`config.mk`:
```
export PLATFORM = sky130hd
export DESIGN_NAME = fifo_wr_arbiter
export DESIGN_NICKNAME = d
export VERILOG_FILES = /design/src/rtl/fifo_wr_arbiter.sv
export SDC_FILE = /design/constraint.sdc
export NUM_CORES = 1
export LEC_CHECK = 0
export CAP_MARGIN = 30
export CORE_MARGIN = 2
export CORE_UTILIZATION = 28
export CTS_CLUSTER_SIZE = 24
export DETAILED_ROUTE_END_ITERATION = 12
export HOLD_SLACK_MARGIN = 0.08
export PLACE_DENSITY = 0.8
export SYNTH_ARGS = -nofsm -noshare
export SYNTH_HDL_FRONTEND = slang
export SYNTH_SLANG_ARGS = --single-unit
```
`constraint.sdc`:
```
create_clock -name clk_i -period 2.65 [get_ports clk_i]
set_clock_uncertainty 0.1 [all_clocks]
set_input_delay 0.53 -clock clk_i [delete_from_list [all_inputs] [get_ports clk_i]]
set_output_delay 0.53 -clock clk_i [all_outputs]
set_load 0.01 [all_outputs]
```
`src/rtl/fifo_wr_arbiter.sv`:
```
// Round-robin packet-locking arbiter sharing one FIFO write port among NUM_REQ streams.
// Ports: clk_i/rstn_i (sync active-low), req_valid_i/req_data_i/req_last_i/req_ready_o
// per requester, fifo_wr_valid_o/fifo_wr_data_o/fifo_wr_ready_i to the FIFO,
// grant_id_o (current or most recent grant), busy_o (grant locked).

package arithm_pkg;

  function automatic int log2ceil(input int n);
    int r;
    r = 0;
    for (int i = 0; i < 31; i++) begin
      if ((1 << i) < n) r = i + 1;
    end
    return (r < 1) ? 1 : r;
  endfunction

endpackage

module fifo_wr_arbiter
  import arithm_pkg::*;
#(
  parameter int NUM_REQ    = 4,
  parameter int DATA_WIDTH = 32,
  parameter int MAX_BURST  = 16,
  localparam int ID_WIDTH  = log2ceil(NUM_REQ)
) (
  input  logic                          clk_i,
  input  logic                          rstn_i,
  input  logic [NUM_REQ-1:0]            req_valid_i,
  input  logic [NUM_REQ*DATA_WIDTH-1:0] req_data_i,
  input  logic [NUM_REQ-1:0]            req_last_i,
  output logic [NUM_REQ-1:0]            req_ready_o,
  output logic                          fifo_wr_valid_o,
  output logic [DATA_WIDTH-1:0]         fifo_wr_data_o,
  input  logic                          fifo_wr_ready_i,
  output logic [ID_WIDTH-1:0]           grant_id_o,
  output logic                          busy_o
);

  localparam int CNT_WIDTH = log2ceil(MAX_BURST);

  typedef enum logic {
    IDLE,
    LOCKED
  } state_t;

  state_t               state;
  state_t               state_nx;
  logic [ID_WIDTH-1:0]  rr_ptr;
  logic [ID_WIDTH-1:0]  rr_nx;
  logic [ID_WIDTH-1:0]  grant_nx;
  logic [CNT_WIDTH-1:0] beat_cnt;
  logic [CNT_WIDTH-1:0] cnt_nx;

  logic [ID_WIDTH:0]    sum;
  logic [ID_WIDTH-1:0]  cand;
  logic [ID_WIDTH-1:0]  win;
  logic                 win_found;
  logic                 xfer;
  logic                 release_now;

  // Round-robin search: first valid requester at or above rr_ptr,
  // wrapping past NUM_REQ-1 back to 0.
  always_comb begin
    win       = '0;
    win_found = 1'b0;
    sum       = '0;
    cand      = '0;
    for (int i = 0; i < NUM_REQ; i++) begin
      sum = {1'b0, rr_ptr} + (ID_WIDTH+1)'(i);
      if (sum >= (ID_WIDTH+1)'(NUM_REQ)) begin
        sum = sum - (ID_WIDTH+1)'(NUM_REQ);
      end
      cand = sum[ID_WIDTH-1:0];
      if (!win_found && req_valid_i[cand]) begin
        win_found = 1'b1;
        win       = cand;
      end
    end
  end

  always_comb begin
    state_nx        = state;
    grant_nx        = grant_id_o;
    rr_nx           = rr_ptr;
    cnt_nx          = beat_cnt;
    req_ready_o     = '0;
    fifo_wr_valid_o = 1'b0;
    fifo_wr_data_o  = '0;
    xfer            = 1'b0;
    release_now     = 1'b0;
    unique case (state)
      IDLE: begin
        if (win_found) begin
          state_nx = LOCKED;
          grant_nx = win;
          cnt_nx   = '0;
        end
      end
      LOCKED: begin
        fifo_wr_valid_o = req_valid_i[grant_id_o];
        fifo_wr_data_o  =
          req_data_i[int'(grant_id_o)*DATA_WIDTH +: DATA_WIDTH];
        req_ready_o[grant_id_o] = fifo_wr_ready_i;
        xfer = req_valid_i[grant_id_o] && fifo_wr_ready_i;
        if (xfer) begin
          release_now = req_last_i[grant_id_o] ||
            (beat_cnt == CNT_WIDTH'(MAX_BURST-1));
          cnt_nx = beat_cnt + CNT_WIDTH'(1);
          if (release_now) begin
            // Counter restarts so it never holds MAX_BURST.
            state_nx = IDLE;
            cnt_nx   = '0;
            if (grant_id_o == ID_WIDTH'(NUM_REQ-1)) begin
              rr_nx = '0;
            end else begin
              rr_nx = grant_id_o + ID_WIDTH'(1);
            end
          end
        end
      end
      default: state_nx = IDLE;
    endcase
  end

  always_ff @(posedge clk_i) begin
    if (!rstn_i) begin
      state      <= IDLE;
      rr_ptr     <= '0;
      beat_cnt   <= '0;
      grant_id_o <= '0;
    end else begin
      state      <= state_nx;
      rr_ptr     <= rr_nx;
      beat_cnt   <= cnt_nx;
      grant_id_o <= grant_nx;
    end
  end

  assign busy_o = (state == LOCKED);

endmodule

```
# After elaboration in Yosys (flattened, before gate mapping)
# Cells that the tools add are included.
classes:
  n_addsub: 9
  magnitude_cmp: 10
  eq_ne: 4
  n_shift: 1
  muxes: 38
  bitwise_logic: 2
  n_reduce_logical: 12
ops:
  columns: ["op", "n"]
  rows:
  - ["128-bit by 8-bit variable part select with 32-bit output", 1]
  - ["32-bit 2-to-1 mux", 1]
  - ["2-bit 2-to-1 mux", 9]
  - ["4-bit 2-to-1 mux", 4]
  - ["2-bit by 3-bit less-than comparator with 1-bit output (second input constant)", 5]
  - ["1-bit 2-to-1 mux", 15]
  - ["1-bit binary-select mux with 2-bit select", 6]
  - ["3-bit >= comparator (second input constant)", 3]
  - ["4-bit case mux with 2 select lines", 1]
  - ["2-bit by 1-bit subtractor with 2-bit output (second input constant)", 4]
  - ["2-bit by 2-bit adder with 3-bit output (second input constant)", 2]
  - ["1-bit logical AND", 5]
  - ["4-bit by 1-bit adder with 4-bit output (second input constant)", 1]
  - ["4-bit bitwise AND", 1]
  - ["4-bit equality test (second input constant)", 1]
  - ["2-bit AND reduction", 2]
  - ["2-bit by 1-bit adder with 3-bit output (second input constant)", 1]
  - ["2-bit by 3-bit >= comparator with 1-bit output (second input constant)", 1]
  - ["1-bit zero test", 3]
  - ["3-bit AND reduction", 1]
  - ["2-bit by 1-bit adder with 2-bit output (second input constant)", 1]
  - ["1-bit demux with 2-bit select", 1]
  - ["2-bit equality test (second input constant)", 1]
  - ["2-bit by 1-bit >= comparator with 1-bit output (second input constant)", 1]
  - ["other kinds (5)", 5]
word_totals:
  register_bits: 9
  inputBits: 139
  wordCells: 80

# Longest topological paths before layout
# Gate-level depths: netlist (run 1).
logic_depth:
  depth_word: 16
  mapped_depth: 6
  mapped_depth_nobuf: 4

# Worst setup path before layout (run 1)
# OpenSTA, ideal clock, no wires.
synth_path:
  path_kind: "reg-to-output"
  from: "register grant_id_o[0]"
  to: "output port fifo_wr_data_o[10]"
  t_arrival_ps: 1600
  required_time_ps: 2020
  slack_ps: 420
  stages_incl_launch_ff: 5
  cell_sequence: "dfxtp_1 -> buf_6 -> buf_2 -> mux4_2 -> and2_1"
synth_between:
  elab_chain_len: 2
synth_rtl:
  columns: ["item", "line", "rtl"]
  rows:
  - ["from (decl)", "36", "output logic [ID_WIDTH-1:0] grant_id_o,"]
  - ["from (signal assigned)", "136", "grant_id_o <= grant_nx;"]
  - ["128-bit by 8-bit variable part select with 32-bit output", "103", "req_data_i[int'(grant_id_o)*DATA_WIDTH +: DATA_WIDTH];"]
  - ["32-bit 2-to-1 mux", "92", "unique case (state)"]
  - ["to (decl)", "34", "output logic [DATA_WIDTH-1:0] fifo_wr_data_o,"]
# No other way between the ends.

# Final worst setup path (run 1)
layout_path:
  from: "input port req_valid_i[3]"
  to: "output port fifo_wr_valid_o"
layout_between:
  elab_chain_len: 3
layout_rtl:
  columns: ["item", "line", "rtl"]
  rows:
  - ["from (decl)", "29", "input logic [NUM_REQ-1:0] req_valid_i,"]
  - ["1-bit binary-select mux with 2-bit select", "101", "fifo_wr_valid_o = req_valid_i[grant_id_o];"]
  - ["1-bit 2-to-1 mux (not written as such)", "101", null]
  - ["1-bit 2-to-1 mux", "92", null]
  - ["to (decl)", "33", "output logic fifo_wr_valid_o,"]
# No other way between the ends. The select of a mux whose other input is x is not followed.

==> results.cfg, run 1 <==
[clocking]
clockBufferDepth = 2
hold_buffers = 0
clkSinkCount = 9
clkLatencyLatePin_ns = 0.23
cts_htree_levels = 1
clk_pin_slew_ns = 0.05
root_buffer = clkbuf_8
cts_tree = done
cts_buffers = 3

[setup_path]
max_stage_delay_ns = 0.49
required_ns = 2.02
cp.arrival_ns = 1.89
crit_family = buffers and inverters
path_buf_inv = 2
worstPathMaxFanout = 2
crit_type = in2out
cp-end-kind = primary output
crit_start = req_valid_i[3]
start_kind = primary input
worstRegToRegCells = 6
r2r_slack_ns = 0.58
crit_cells = 4
r2r_end = beat_cnt[2]
r2r_start = grant_id_o[0]
worstPathCellList = clkdlybuf4s50_1, mux4_2, and2_1, dlygate4sd2_1
slowest_stage = mux4_2

[floorplan]
design.die.area_um2 = 6390
rows = 27
die_w_um = 79.9
io_pins = 179
die_h_um = 79.9
design.core.area_um2 = 5540
start_util_pct = 29.1

[pwr]
peakVddDrop_uv = 206
power_mw = 0.841
p_leak_nw = 1.49
pwr_density_cell_nw_per_um2 = 232

[synth]
yosysWarningCount = 0
yosysSeqAreaShare_pct = 11.2
synth_fp_nets = 294
synth_top_area_cell = mux4_2
post_synth_num_cell_types = 30
ys.flop_type = dfxtp_1
syn_inst = 150
synthArstFlopShare_pct = 0
avgSynthCellArea_um2 = 10.8
synth_enable_flop_cells = 0
syn_area_um2 = 1610
yosys-top-cells-area = mux4_2 46%, and2_1 14%, dfxtp_1 11%
synth_top_area_share_pct = 46.0
ys_ff_latch = 9

[routing]
route.met2.wl_um = 3810
avgViaCountPerCell = 5.02
dr.pass1.iters = 4
post_drt_wl_per_cell_um = 17.5
num_vias = 2039
drt_iter0_drc = 39
ant_nets = 0
wl_met3_um = 603
wl_met1_um = 2490
detail_route.drc_violations = 0
wl_um = 7090
top_layer_used = met4

[grt]
grt_overflow = 0
grt_max_degree = 30
antenna_found_initial = 0
track_usage_pct = 21.3
grt_pass1_vias = 2142
grt_pass1_wl_um = 10600

[layout]
syn_to_final_growth_pct = 125
fin_util_pct = 65.6
design_area_um2 = 3630
diodes = 0
fin_cells = 406
drive_gt1_share_pct = 16.5
nets = 479

[hold_path]
min_path_type = reg2reg
holdPathEnd = beat_cnt[0]
whs_path_depth = 1
holdCritStartpoint = beat_cnt[0]

[timing]
setup_viol = 0
fmax_mhz = 397
drv_slew = 0
worst_slew_pin_slew_ns = 0.417
relSlewSlack_pct = 72.1
hold_viol_final = 0
rsz0062_at_grt = no
post-route-period-util_pct = 95.0
fin_crit_ns = 2.52

[outcome]
status = completed

[placed_design]
gp_congestion = 0.758
hpwl_um = 5930
placed_cells = 398
placed_area_um2 = 3570
numPortBuffers = 178

[flow_run]
max-cap-violations = 0
-- cell usage after synthesis (2+ instances only) --
cell type  number
and2_1         35
mux4_2         33
clkbuf_1        9
dfxtp_1         9
nand2_1         9
ha_1            5
nor2_1          5
and3_1          4
inv_1           4
nor2b_1         4
o21ai_0         4
a21boi_0        3
buf_2           3
nand3_1         3
a31oi_1         2
a32oi_1         2
mux2i_1         2
nand2b_1        2
-- kinds of logic after synthesis --
family                     after synthesis  share of synthesized area, %
AOI/OAI and AO/OA                       18                          8.22
adders and majority gates                5                          3.88
buffers and inverters                   17                          4.65
DFF                                      9                          11.2
muxes                                   36                          48.9
and+or+nand+nor                         65                          23.2
-- report_power, final --
part	switching (mW)	total (mW)	leakage, nW	internal [mW]
Clock	0.0539	0.159	0.0228	0.105
Sequential	0.00618	0.147	0.0744	0.141
Combinational	0.162	0.535	1.39	0.373
-- repair_timing --
item / CTS / global route
buffers inserted: 1 / 3
gates resized for setup: 28 / 7
endpoints found under the setup margin: 33 / 7
cloned: 0 / 0
-- sequential cells by signal (all words and copies together), names as in the netlist --
register,count
beat_cnt,4
grant_id_o,2
rr_ptr,2
busy_o,1
-- metrics by stage --
step / setup WS (ns) / hold slack (ns) / setup TNS, ns
2_1_floorplan: 0.420 / 0.370 / 0
3_3_place_gp: -0.144 / 0.386 / -0.277
3_5_place_dp: -0.167 / 0.402 / -0.621
4_1_cts: 0.000298 / 0.405 / 0
5_1_grt: 0.0805 / 0.436 / 0
6_report: 0.131 / 0.407 / 0
-- layout by cell type, fill, tap and decap left out, drive strengths merged --
cell type	Yosys	layout
or4	1	1
o21ai	4	4
nand3	3	3
dlymetal6s2s	0	7
mux2i	2	2
o221ai	1	1
a21oi	1	1
inv	4	4
o2111ai	1	1
nand2b	2	2
dlygate4sd2	0	26
mux4	34	34
o31ai	1	1
ha	5	5
dfxtp	9	9
a31oi	2	2
a32oi	2	2
a21o	1	1
clkbuf	9	4
nor2	5	5
buf	4	15
nor4b	1	1
a311oi	1	1
a22oi	1	1
and4	1	1
clkdlybuf4s50	0	145
and3	4	4
and2	35	35
a21boi	3	3
nand2	9	9
nor2b	4	4
-- cell type report --
cell class	instances	area (µm²)
Timing Repair Buffer	193	1940
Multi-Input combinational cell	124	1360
Clock buffer	4	45.0
Tap cell	72	90.1
Sequential cell	9	185
Fill cell	483	1910
Inverter	4	15.0
-- metal layers --
metal / vias up / track usage (%)
li1: 954 / -
met1: 973 / 23.4
met2: 98 / 40.7
met3: 14 / 4.52
met4: 0 / 5.59
met5: - / 0
-- worst max-delay path by stage --
stage,endpoint
floorplan,fifo_wr_data_o[10]
global placement,fifo_wr_valid_o
detailed placement,fifo_wr_valid_o
CTS,fifo_wr_data_o[18]
global route,fifo_wr_valid_o
finish,fifo_wr_valid_o
(Power assumes the default switching activity.)
==> inputs of run 2 (changes only) <==
Settings changed: MAX_ROUTING_LAYER set to met4, SLEW_MARGIN set to 20.
==> results.cfg, run 2 (synthesis results as in run 1) <==
[layout]
fin_util_pct = 65.6
diodes = 0
nets = 479
syn_to_final_growth_pct = 125
fin_cells = 406
regMostFlops = beat_cnt
final_common_cell = clkdlybuf4s50_1
reg_top3 = beat_cnt (4), grant_id_o (2), rr_ptr (2)
largest_reg_flops = 4
drive_gt1_share_pct = 16.5
design_area_um2 = 3630
layout_common_cells = 145 x clkdlybuf4s50_1, 35 x and2_1, 34 x mux4_2

[hold_path]
holdPathEnd = beat_cnt[0]
whs_path_depth = 1
min_path_type = reg2reg
holdCritStartpoint = beat_cnt[0]

[floorplan]
die_h_um = 79.9
io_pins = 179
rows = 27
die_w_um = 79.9
start_util_pct = 29.1
design.die.area_um2 = 6390
design.core.area_um2 = 5540

[timing]
drv_slew = 0
relSlewSlack_pct = 72.6
hold_slack_ns = 0.406
setup_slack_ns = 0.129
rsz0062_at_grt = no
worst_slew_pin_slew_ns = 0.409
fin_crit_ns = 2.52
post-route-period-util_pct = 95.1
hold_viol_final = 0
setup_viol = 0
fmax_mhz = 397
fin_setup_tns_ns = 0

[setup_path]
crit_type = in2out
start_kind = primary input
r2r_start = grant_id_o[0]
slowest_stage = mux4_2
r2r_end = beat_cnt[2]
worstPathCellList = clkdlybuf4s50_1, mux4_2, and2_1, dlygate4sd2_1
path_buf_inv = 2
r2r_slack_ns = 0.59
cp.arrival_ns = 1.89
cp-end-kind = primary output
required_ns = 2.02
crit_family = buffers and inverters
max_stage_delay_ns = 0.49
worstPathMaxFanout = 2
worstRegToRegCells = 6

[flow_run]
max-cap-violations = 0

[routing]
wl_um = 7060
dr.pass1.iters = 4
ant_nets = 0
num_vias = 2048
post_drt_wl_per_cell_um = 17.4
detail_route.drc_violations = 0
avgViaCountPerCell = 5.04
drt_iter0_drc = 39

[placed_design]
hpwl_um = 5930
dpl_worst_slack_ns = -0.167
gp_congestion = 0.768
numPortBuffers = 178
placed_area_um2 = 3570
placed_cells = 398

[grt]
grt_pass1_vias = 2146
antenna_found_initial = 0
grt_max_degree = 30
track_usage_pct = 21.8
grt_overflow = 0
grt_pass1_wl_um = 10600

[clocking]
root_buffer = clkbuf_8
clockBufferDepth = 2
cts_htree_levels = 1
clk_pin_slew_ns = 0.04
cts_buffers = 3
cts_tree = done
clkLatencyLatePin_ns = 0.23
clkSinkCount = 9

[pwr]
peakVddDrop_uv = 201
p_leak_nw = 1.49
pwr_density_cell_nw_per_um2 = 231
power_mw = 0.839

[outcome]
status = completed
[run 2: cell counts in the layout (fill, tap and decap cells not counted)]
Identical to the previous run, type by type.
[run 2: power by group]
part           total (mW)  leakage (nW)  internal, mW  switching, mW
registers           0.147        0.0744         0.141        0.00618
clock network       0.156        0.0228         0.105         0.0514
logic               0.536          1.39         0.373          0.162
total               0.839          1.49         0.619          0.220
[run 2: final cells by class]
type | count | area (µm²)
Fill cell | 483 | 1910
Multi-Input combinational cell | 124 | 1360
Tap cell | 72 | 90.1
Inverter | 4 | 15.0
Sequential cell | 9 | 185
Timing Repair Buffer | 193 | 1940
Clock buffer | 4 | 45.0
[run 2: worst max path at each step]
stage                     from                 end  cells past startpoint
4_1_cts        req_data_i[114]  fifo_wr_data_o[18]                      4
5_1_grt         req_valid_i[3]     fifo_wr_valid_o                      4
2_1_floorplan    grant_id_o[0]  fifo_wr_data_o[10]                      4
3_3_place_gp    req_valid_i[1]     fifo_wr_valid_o                      4
3_5_place_dp    req_valid_i[1]     fifo_wr_valid_o                      4
6_report        req_valid_i[3]     fifo_wr_valid_o                      4
[run 2: timing repair]
action,in CTS,in global routing
pin swaps,0,0
hold buffers,0,0
setup buffers,1,3
endpoints found under the hold margin,0,0
resized for setup,28,7
endpoints found under the setup margin,33,7
gates cloned,0,0
[run 2: per-layer routing]
layer | track usage, % | wire [µm] | up-vias
met1 | 23.4 | 2470 | 970
met2 | 40.7 | 3760 | 104
met3 | 4.52 | 611 | 20
li1 | - | - | 954
met4 | 5.59 | 218 | 0
met5 | - | 0 | -
==> inputs of run 3 (changes only) <==
--- a/config.mk
+++ b/config.mk
@@ -12,3 +12,2 @@
 export DETAILED_ROUTE_END_ITERATION = 12
-export HOLD_SLACK_MARGIN = 0.08
 export MAX_ROUTING_LAYER = met4
--- a/constraint.sdc
+++ b/constraint.sdc
@@ -4,2 +4,2 @@
 set_output_delay 0.53 -clock clk_i [all_outputs]
-set_load 0.01 [all_outputs]
+set_load 0.05 [all_outputs]
==> results.cfg, run 3 (synthesis results as in run 1) <==
[clocking]
cts_tree = done
cts_post_setup_buffers_inserted = 0
cts_htree_levels = 1
cts_buffers = 3
clockBufferDepth = 2
hold_buffers = 0
clkSinkCount = 9
root_buffer = clkbuf_8
cts.repair.resized = 0
clkLatencyLatePin_ns = 0.23
clk_pin_slew_ns = 0.05

[grt]
grt_overflow = 0
grt_pass1_wl_um = 10200
grt_pass1_vias = 1954
grt_max_degree = 44
track_usage_pct = 21.2
antenna_found_initial = 0

[setup_path]
cp-end-kind = primary output
r2r_slack_ns = 0.52
r2r_start = grant_id_o[0]
worstPathCellList = clkdlybuf4s50_1, mux4_1, and2_1, buf_4
required_ns = 2.02
worstPathMaxFanout = 5
r2r_end = beat_cnt[2]
start_kind = primary input
cp.arrival_ns = 1.89
path_buf_inv = 2
max_stage_delay_ns = 0.52
crit_cells = 4
crit_start = req_valid_i[3]
crit_type = in2out
worstRegToRegCells = 5
crit_family = buffers and inverters
crit_end = fifo_wr_valid_o
slowest_stage = mux4_1

[layout]
design_area_um2 = 3510
syn_to_final_growth_pct = 118
diodes = 0
reg_top3 = beat_cnt (4), grant_id_o (2), rr_ptr (2)
drive_gt1_share_pct = 26.4
nets = 471
largest_reg_flops = 4
regMostFlops = beat_cnt
num-fill-cells = 476
final_common_cell = clkdlybuf4s50_1
layout_common_cells = 138 x clkdlybuf4s50_1, 40 x buf_4, 35 x and2_1

[routing]
dr.pass1.iters = 4
avgViaCountPerCell = 4.96
num_vias = 1974
wl_um = 6820
post_drt_wl_per_cell_um = 17.1
detail_route.drc_violations = 0
ant_nets = 0
drt_iter0_drc = 66

[placed_design]
placed_area_um2 = 3470
hpwl_um = 5800
numPortBuffers = 178
gp_congestion = 0.834

[floorplan]
die_w_um = 79.9
io_pins = 179
start_util_pct = 29.1
design.core.area_um2 = 5540
die_h_um = 79.9
rows = 27
design.die.area_um2 = 6390

[timing]
setup_viol = 0
fin_setup_tns_ns = 0
hold_viol_final = 0
fmax_mhz = 397
fin_crit_ns = 2.52
drv_slew = 0
relSlewSlack_pct = 73.0
rsz0062_at_grt = no
post-route-period-util_pct = 94.9
worst_slew_pin_slew_ns = 0.404

[flow_run]
max-cap-violations = 0

[pwr]
pwr_density_cell_nw_per_um2 = 280
p_leak_nw = 1.33
power_mw = 0.982
peakVddDrop_uv = 150

[outcome]
status = completed

[hold_path]
min_path_type = reg2reg
[run 3: changes by cell type in the layout (fill, tap and decap cells not counted), sizes merged]
| cell | delta |
|---|---|
| clkdlybuf4s50 | -7 |
| dlygate4sd2 | -26 |
| dlymetal6s2s | -7 |
| buf | +32 |
[run 3: layout make-up]
cell class / count / area, µm² / area share, %
clock buffer: 4 / 45.0 / 1.28
inverter: 4 / 15.0 / 0.427
multi-input combinational: 124 / 1360 / 38.7
sequential: 9 / 183 / 5.20
tap: 72 / 90.1 / 2.56
timing repair buffer: 185 / 1820 / 51.9
[run 3: worst min path at each step]
| stage | from | endpoint | slack [ns] | cells past startpoint |
|---|---|---|---|---|
| 2_1_floorplan | rr_ptr[1] | rr_ptr[1] | 0.37 | 2 |
| 3_3_place_gp | beat_cnt[0] | beat_cnt[0] | 0.39 | 1 |
| 3_5_place_dp | beat_cnt[0] | beat_cnt[0] | 0.40 | 1 |
| 4_1_cts | beat_cnt[0] | beat_cnt[0] | 0.40 | 1 |
| 5_1_grt | rr_ptr[1] | rr_ptr[1] | 0.47 | 2 |
| 6_report | beat_cnt[0] | beat_cnt[0] | 0.41 | 1 |
[run 3: through the flow]
| stage | hold slack [ns] | setup slack, ns | utilization [%] | std cells |
|---|---|---|---|---|
| 4_1_cts | 0.405 | 0.103 | 63.4 | 398 |
| 6_report | 0.405 | 0.134 | 63.4 | 398 |
| 3_3_place_gp | 0.392 | 0.143 | 62.6 | 394 |
| 3_5_place_dp | 0.397 | 0.138 | 62.6 | 394 |
| 5_1_grt | 0.474 | 0.0384 | 63.4 | 398 |
| 2_1_floorplan | 0.370 | 0.0118 | - | 150 |
[run 3: power by group]
part / internal [mW] / switching [mW] / leakage, nW
sequential: 0.141 / 0.0123 / 0.0741
combinational: 0.374 / 0.298 / 1.24
clock: 0.105 / 0.0517 / 0.0228
[run 3: metal layers]
metal	up-vias	global-route usage, %	wire (µm)
li1	942	-	-
met1	929	23.7	2570
met2	87	38.3	3510
met3	16	5.09	628
met4	0	4.92	100
met5	-	-	0
